$ cat src/rtl/mem_io_bridge.sv
// Memory/IO stage for the 16-bit multicycle processor: word RAM, LED/HEX registers,
// and an output FIFO drained over valid/ready, with a single registered read path.
module mem_io_bridge #(
  parameter int RAM_AW  = 7,
  parameter int FIFO_AW = 3
) (
  input  logic        Clock,
  input  logic        Reset,
  input  logic [15:0] ADDR,
  input  logic [15:0] DOUT,
  input  logic        W,
  output logic [15:0] DIN,
  output logic [15:0] LEDR,
  output logic [15:0] HEX,
  output logic [15:0] fifo_data,
  output logic        fifo_valid,
  input  logic        fifo_ready
);

  localparam int DEPTH = 2 ** FIFO_AW;

  logic [15:0]        ram      [2**RAM_AW];
  logic [15:0]        fifo_mem [DEPTH];
  logic [FIFO_AW-1:0] wr_ptr, rd_ptr;
  logic [FIFO_AW:0]   count;
  logic               ovf;

  logic [3:0]  region;
  logic        ram_sel, led_sel, hex_sel, fifo_sel, stat_sel;
  logic        full, empty, push, pop, do_push, ovf_set;
  logic [15:0] status;
  logic [15:0] rd_mux;

  assign region   = ADDR[15:12];
  assign ram_sel  = (region == 4'h0);
  assign led_sel  = (region == 4'h1);
  assign hex_sel  = (region == 4'h2);
  assign fifo_sel = (region == 4'h3) && !ADDR[0];
  assign stat_sel = (region == 4'h3) && ADDR[0];

  assign full    = (count == (FIFO_AW+1)'(DEPTH));
  assign empty   = (count == '0);
  assign push    = W && fifo_sel;
  assign pop     = fifo_valid && fifo_ready;
  // A push into a full FIFO only lands if a pop frees the slot on the same edge.
  assign do_push = push && (!full || pop);
  assign ovf_set = push && full && !pop;

  assign fifo_valid = !empty;
  assign fifo_data  = fifo_mem[rd_ptr];

  always_comb begin
    status      = '0;
    status[15]  = ovf;
    status[5]   = full;
    status[4]   = empty;
    status[3:0] = 4'(count);
  end

  always_comb begin
    rd_mux = '0;
    if (ram_sel)       rd_mux = ram[ADDR[RAM_AW-1:0]];
    else if (led_sel)  rd_mux = LEDR;
    else if (hex_sel)  rd_mux = HEX;
    else if (stat_sel) rd_mux = status;
  end

  // Storage arrays: no reset; RAM reads see pre-edge contents (old data on collision).
  always_ff @(posedge Clock) begin
    if (W && ram_sel) ram[ADDR[RAM_AW-1:0]] <= DOUT;
    if (do_push)      fifo_mem[wr_ptr]      <= DOUT;
  end

  // Read stage and control state.
  always_ff @(posedge Clock or posedge Reset) begin
    if (Reset) begin
      DIN    <= '0;
      LEDR   <= '0;
      HEX    <= '0;
      wr_ptr <= '0;
      rd_ptr <= '0;
      count  <= '0;
      ovf    <= 1'b0;
    end else begin
      DIN <= rd_mux;
      if (W && led_sel) LEDR <= DOUT;
      if (W && hex_sel) HEX  <= DOUT;
      if (do_push) wr_ptr <= wr_ptr + 1'b1;
      if (pop)     rd_ptr <= rd_ptr + 1'b1;
      case ({do_push, pop})
        2'b10:   count <= count + 1'b1;
        2'b01:   count <= count - 1'b1;
        default: count <= count;
      endcase
      if (ovf_set)       ovf <= 1'b1;
      else if (stat_sel) ovf <= 1'b0;
    end
  end

endmodule
$ cat config.mk
export PLATFORM = sky130hd
export DESIGN_NAME = mem_io_bridge
export DESIGN_NICKNAME = d
export VERILOG_FILES = /design/src/rtl/mem_io_bridge.sv
export SDC_FILE = /design/constraint.sdc
export NUM_CORES = 2
export LEC_CHECK = 0
export ABC_AREA = 1
export CAP_MARGIN = 20
export CELL_PAD_IN_SITES_DETAIL_PLACEMENT = 1
export CELL_PAD_IN_SITES_GLOBAL_PLACEMENT = 2
export CORE_UTILIZATION = 46
export CTS_CLUSTER_SIZE = 30
export DETAILED_ROUTE_END_ITERATION = 8
export GPL_TIMING_DRIVEN = 0
export PLACE_DENSITY_LB_ADDON = 0.1
export SLEW_MARGIN = 25
export SYNTH_ARGS = -nofsm -noshare
export SYNTH_HDL_FRONTEND = slang
export SYNTH_SLANG_ARGS = --single-unit
$ cat constraint.sdc
create_clock -name Clock -period 5.6 [get_ports Clock]
set_input_delay 0.84 -clock Clock [delete_from_list [all_inputs] [get_ports Clock]]
set_output_delay 0.84 -clock Clock [all_outputs]
set_load 0.03 [all_outputs]
Yosys cells after proc, flatten, opt, wreduce, memory -nomap -nowiden
Memory sizes are Yosys's and may differ from the RTL's.
Cells that the tools add are included.
Storage, ports and cells
  register bits: 59
  bits in writable memories: 2176
  input port bits: 36
  output and inout port bits: 65
  memories: 2
Memories
  ram: words 128, width 16, rd ports 1, clocked after Yosys merged registers in 0, write ports 1, line 22  | logic [15:0] ram [2**RAM_AW];
  fifo_mem: words 8, width 16, rd ports 1, clocked after Yosys merged registers in 0, write ports 1, line 23  | logic [15:0] fifo_mem [DEPTH];
Cells by class
  add/subtract/negate cells: 4
  equal/unequal tests: 6
  mux-type cells: 11
  reductions and logical operators: 19
Operator list (number)
  $mux W16: 4
  $logic_and A1 B1 Y1: 10
  $eq A4 B2 Y1 const B: 2
  $logic_not A4 Y1: 2
  $pmux W4 S2: 1
  $add A3 B1 Y3 const B: 2
  $mux W1: 6
  $add A4 B1 Y4 const B: 1
  $eq A4 B1 Y1 const B: 1
  $eq A4 B4 Y1 const B: 1
  $logic_not A1 Y1: 4
  $reduce_bool A2 Y1: 2
  $sub A4 B1 Y4 const B: 1
  $eq A2 B1 Y1 const B: 1
  $eq A2 B2 Y1 const B: 1
  $logic_or A1 B1 Y1: 1

Depth between registers and ports, before layout
  depth in word-level cells: 7
  depth in mapped cells: 15
  mapped depth without buffers: 15

Least setup slack after synthesis
OpenSTA, ideal clock, no wires.
  path type: input port to flip-flop
  start: in ADDR[0]
  end: mem fifo_mem[0][0] (enable)
  setup time: 0.409 ns
  data arrival time: 2.971 ns
  data required time: 5.191 ns
  setup slack: 2.219 ns
  cell stages on the path: 8
  path through: buf_4 -> buf_2 -> nor2_1 -> nand2_1 -> nor2_2 -> inv_1 -> or2_1 -> nor3_1
Between the ends
  cells in the longest elaborated chain, start to end: 6
Ends and longest elaborated chain
  start: declaration: line 9  | input logic [15:0] ADDR,
  $logic_not A1 Y1: line 38  | assign fifo_sel = (region == 4'h3) && !ADDR[0];
  $logic_and A1 B1 Y1: line 38
  $logic_and A1 B1 Y1: line 43  | assign push = W && fifo_sel;
  $logic_and A1 B1 Y1: line 46  | assign do_push = push && (!full || pop);
  $mux W1: line 71  | if (do_push) fifo_mem[wr_ptr] <= DOUT;
  $mux W1 (not written as such): line 71
  end: declaration: line 23
Every way passes these cells.

Worst setup path after layout
  start: reg rd_ptr[0]
  end: out fifo_data[3]
Between the ends
  cells in the longest elaborated chain, start to end: 1
Ends and longest elaborated chain
  start: declaration: line 24  | logic [FIFO_AW-1:0] wr_ptr, rd_ptr;
  start signal: assignment: line 89  | if (pop) rd_ptr <= rd_ptr + 1'b1;
  $mem_v2 Z8 W16
  end: declaration: line 15  | output logic [15:0] fifo_data,
Every way passes these cells.

==> impl_summary.md <==
Outcome
The flow ran to the end, but the final reports show violations. The final reports fail on design-rule violations.

Final layout
The final layout net count is 9,238. Of the cells placed in the final design, the portion with a size suffix greater than 1 is approximately a tenth. The area overhead of the layout relative to synthesis is 17.6%. The core utilization of the finished layout is a little over half.

The fill cell total of the finished layout is between 20,000 and 25,000. The library cells used most frequently in the layout, excluding fill and tap cells, are sky130_fd_sc_hd__nand2_1 (5,043), sky130_fd_sc_hd__edfxtp_1 (2,176), sky130_fd_sc_hd__clkbuf_16 (237). After the flow finishes, the layout carries non-filler instances totaling 12,000. The library cell used most frequently in the layout, excluding fill and tap cells, is sky130_fd_sc_hd__nand2_1.

Yosys
The sequential-to-total area share from yosys stat is between 70 and 80%. The synthesized-area fraction occupied by xor and xnor cells is less than 1%. The arithmetic-cell share of the synthesized area counting full adders, half adders and majority gates is less than 1%. After synthesis, the share of cell area in mux cells is 0%. The biggest area contributor in the post-synthesis netlist is sky130_fd_sc_hd__edfxtp_1.

After Yosys synthesis, and, or, nand and nor cells account for 22.6% of the synthesized area. By area, the combinational part of the netlist is dominated by simple AND/OR/NAND/NOR gates. The net count of the mapped netlist is roughly 8,800.

After synthesis, the cell types taking the most area are sky130_fd_sc_hd__edfxtp_1 (71%), sky130_fd_sc_hd__nand2_1 (20%), sky130_fd_sc_hd__dfrtp_1 (1.6%). The synthesized netlist devotes ~2.6% of its cell area to compound gates. The post-synthesis cell count is between 8,000 and 9,000. The total of warnings raised by yosys is 0. The post-synthesis register bit count is 2,235.

Summed over its instances, the top area cell type makes up between 70% and 80% of the synthesized netlist area. The summed instance area of the synthesized netlist is a little over 90,000 um2. Averaged over all synthesized cells, the footprint is approximately 11 um2. Counting distinct cell types in the post-synthesis netlist gives 40.

Clock network
The clock sink count is 2,235. After clock tree synthesis, the clock-pin slew on the worst setup and hold paths is 0.06 ns. Buffers added to address setup during post-CTS repair amount to 0. The later pin in the worst-skew pair is clocked with a latency of approximately 0.89 ns. The H-tree was split into 4 levels. The tree is rooted in a sky130_fd_sc_hd__clkbuf_16. Counting the buffers created by CTS gives around 230. Gates resized during post-CTS repair numbered 0. TritonCTS built the clock tree. The count of hold buffers inserted by post-cts repair is 0.

The buffer depth of the longest clock path is 3.

STA
The number of hold violations in the final report is 0. Setup violations remaining at the end of the flow were counted as 0. The worst pin sits at a relative slew slack of between 10% and 20%. The worst path needs between 4 and 5 ns of the cycle, external delays included. The post-route worst hold slack is between 0.15 and 0.2 ns.

Setup repair after global routing left no endpoint under its margin. The count of final max-slew check failures is 0. Based on the critical path, the design can be clocked at up to approximately 0.21 GHz. At the pin with the least slew margin, the transition time is around 1.2 ns. The clock skew after layout is 0.0270 ns. Once routing completed, OpenROAD measured the worst setup slack at roughly 0.84 ns. After layout, the worst path uses 85.1% of the clock period.

Global route
Summed over all layers, the global routing overflow is 0. The first global-routing pass estimated between 500 and 600 mm of wire. The via count of the first global-routing pass came to slightly below 70,000. The pin count of the biggest net entering global routing is 99. The initial antenna violation count is 32.

Global routing consumed, over all layers together, 38.4% of the routing resources.

Floorplanning
The die is 450 um tall. The floorplan die area is around 200,000 um2. For this configuration, the core starts out at a cell density of between 40% and 50%. After floorplanning, the core was divided into around 160 placement rows.

After floorplanning, the core was sized to cover roughly 200,000 um2. The die is ~450 um wide. The number of top-level design ports is slightly above 100.

Placed design
After legalization and detailed placement, the total HPWL measured 279 mm. The weighted congestion reported at the end of routability-driven placement is between 1 and 1.5. The count of input and output buffers is 93. The worst setup slack before clock tree synthesis is roughly 0.29 ns. After detailed placement, the design holds a cell count of 11,600.

Route
After detailed routing, the number of vias per cell comes to 5.80. For this block, the routed nets add up to between 300 and 400 mm of wire. The remaining design rule violation count is 4.

After detailed routing, the average wire length per cell comes to 32.5 um. For this block, the via count after detailed routing is between 60,000 and 70,000. The count of antenna-violating nets left after detailed routing is 0. The first detailed-routing pass took 8 iterations.

The DRC marker count from the first detailed-route iteration is 9,004.

Critical path
Data on the critical path arrives at its endpoint at between 3 and 4 ns. The worst setup path is launched from a register. The largest driver fanout on the critical path is 10. The data required time of the worst path is 4.76 ns. The kind of end point of the critical path is an output pin. The worst setup path is of the register to output pin kind.

Pwr
The static power due to leakage is about 43 nW. The power density over cell area is between 300 and 400 nW/um2. VDD sags by at most roughly 340 uV.

Run
Across the run, the number of max-cap violations was 0.

Hold path
The type of the most critical hold path is primary input to asynchronous set/reset pin.
[final timing paths]
path                                 start  slack [ns]              to  cells after the start
min in group Clock                 DOUT[8]        0.33  fifo_mem[7][8]                      1
worst max-delay path             rd_ptr[0]        0.84    fifo_data[3]                      8
worst max register to register  ram[84][6]        2.64          DIN[6]                     12
worst min register to register     HEX[15]        0.52         HEX[15]                      2
max in group asynchronous            Reset        4.88       wr_ptr[0]                      3
worst min-delay path                 Reset        0.20         DIN[14]                      2
[report_power, final]
part           switching (mW)  internal [mW]
combinational            3.15           1.01
sequential              0.113           18.4
clock                    6.66           8.48
[per-stage QoR]
step	power, mW	instance area [um2]	setup TNS, ns
after global placement	22.9	96800	-4410.41
final	37.9	109000	0
after detailed placement	22.9	101000	0
after CTS	37.8	109000	0
after global routing	38.7	109000	0
after floorplan	20.8	92500	0
[cell type report]
type / instances / area, um2 / share of cell area (%)
diodes: 4 / 10.0 / 0.00920
repair buffers: 245 / 4640 / 4.27
well taps: 2656 / 3320 / 3.06
flip-flops and latches: 2235 / 66800 / 61.4
multi-input cells: 5957 / 24400 / 22.4
inverters: 78 / 295 / 0.272
plain buffers: 451 / 2020 / 1.86
clock inverters: 125 / 1030 / 0.943
clock buffers: 298 / 6230 / 5.73
[registers in the layout, indices dropped and copies added, names as in the netlist]
name and count:
ovf 1, HEX 16, rd_ptr 3, DIN 16
count 4, LEDR 16, fifo_mem 128, ram 2048
wr_ptr 3
[synthesized netlist by cell type]
cell type	number
sky130_fd_sc_hd__nand2_1	5043
sky130_fd_sc_hd__edfxtp_1	2176
sky130_fd_sc_hd__nor2_1	348
sky130_fd_sc_hd__o21ai_0	212
sky130_fd_sc_hd__buf_2	209
sky130_fd_sc_hd__clkbuf_1	189
sky130_fd_sc_hd__a21oi_1	141
sky130_fd_sc_hd__inv_1	72
sky130_fd_sc_hd__dfrtp_1	59
sky130_fd_sc_hd__buf_1	42
sky130_fd_sc_hd__nand4_1	38
sky130_fd_sc_hd__nand3_1	37
sky130_fd_sc_hd__o22ai_1	24
sky130_fd_sc_hd__o21ai_1	17
sky130_fd_sc_hd__a31oi_1	16
sky130_fd_sc_hd__a22oi_1	15
sky130_fd_sc_hd__buf_4	10
sky130_fd_sc_hd__a221o_1	9
sky130_fd_sc_hd__nand3b_1	8
sky130_fd_sc_hd__nor3_1	7
sky130_fd_sc_hd__a221oi_1	6
sky130_fd_sc_hd__and2_1	6
sky130_fd_sc_hd__xor2_1	6
sky130_fd_sc_hd__and2_0	4
sky130_fd_sc_hd__inv_2	4
sky130_fd_sc_hd__ha_1	3
sky130_fd_sc_hd__or2_1	3
sky130_fd_sc_hd__clkinv_1	2
sky130_fd_sc_hd__nor2_2	2
sky130_fd_sc_hd__nor2_4	2
sky130_fd_sc_hd__o211ai_1	2
sky130_fd_sc_hd__a211oi_1	1
sky130_fd_sc_hd__a32o_1	1
sky130_fd_sc_hd__buf_6	1
sky130_fd_sc_hd__nand2_2	1
sky130_fd_sc_hd__nor3_2	1
sky130_fd_sc_hd__o21bai_1	1
sky130_fd_sc_hd__o2bb2ai_1	1
sky130_fd_sc_hd__or2_0	1
sky130_fd_sc_hd__or2_2	1
[metal layers]
metal	global-route usage, %	part of all wire, %	vias up
met5	0.450	0.057	-
met2	57.8	44	3628
li1	-	-	29800
met1	51.2	39	35600
met4	18.8	5.5	18
met3	10.5	11	800
[cell families after synthesis]
group	Yosys count
AO/OA/AOI/OAI	446
XOR/XNOR	6
AND/OR/NAND/NOR	5502
adder cells (fa/ha/maj)	3
flip-flops	2235
buffers and inverters	529
[critical path, stage by stage, from the launching register on]
cell and delay (ns):
sky130_fd_sc_hd__dfrtp_1 0.43, sky130_fd_sc_hd__inv_1 0.09, sky130_fd_sc_hd__clkbuf_1 0.43, sky130_fd_sc_hd__clkbuf_1 0.47
sky130_fd_sc_hd__nor2_1 0.10, sky130_fd_sc_hd__o22ai_1 0.29, sky130_fd_sc_hd__nor2_1 0.12, sky130_fd_sc_hd__a31oi_1 0.34
sky130_fd_sc_hd__clkdlybuf4s50_1 0.75
Power figures use the tool's default switching activity.
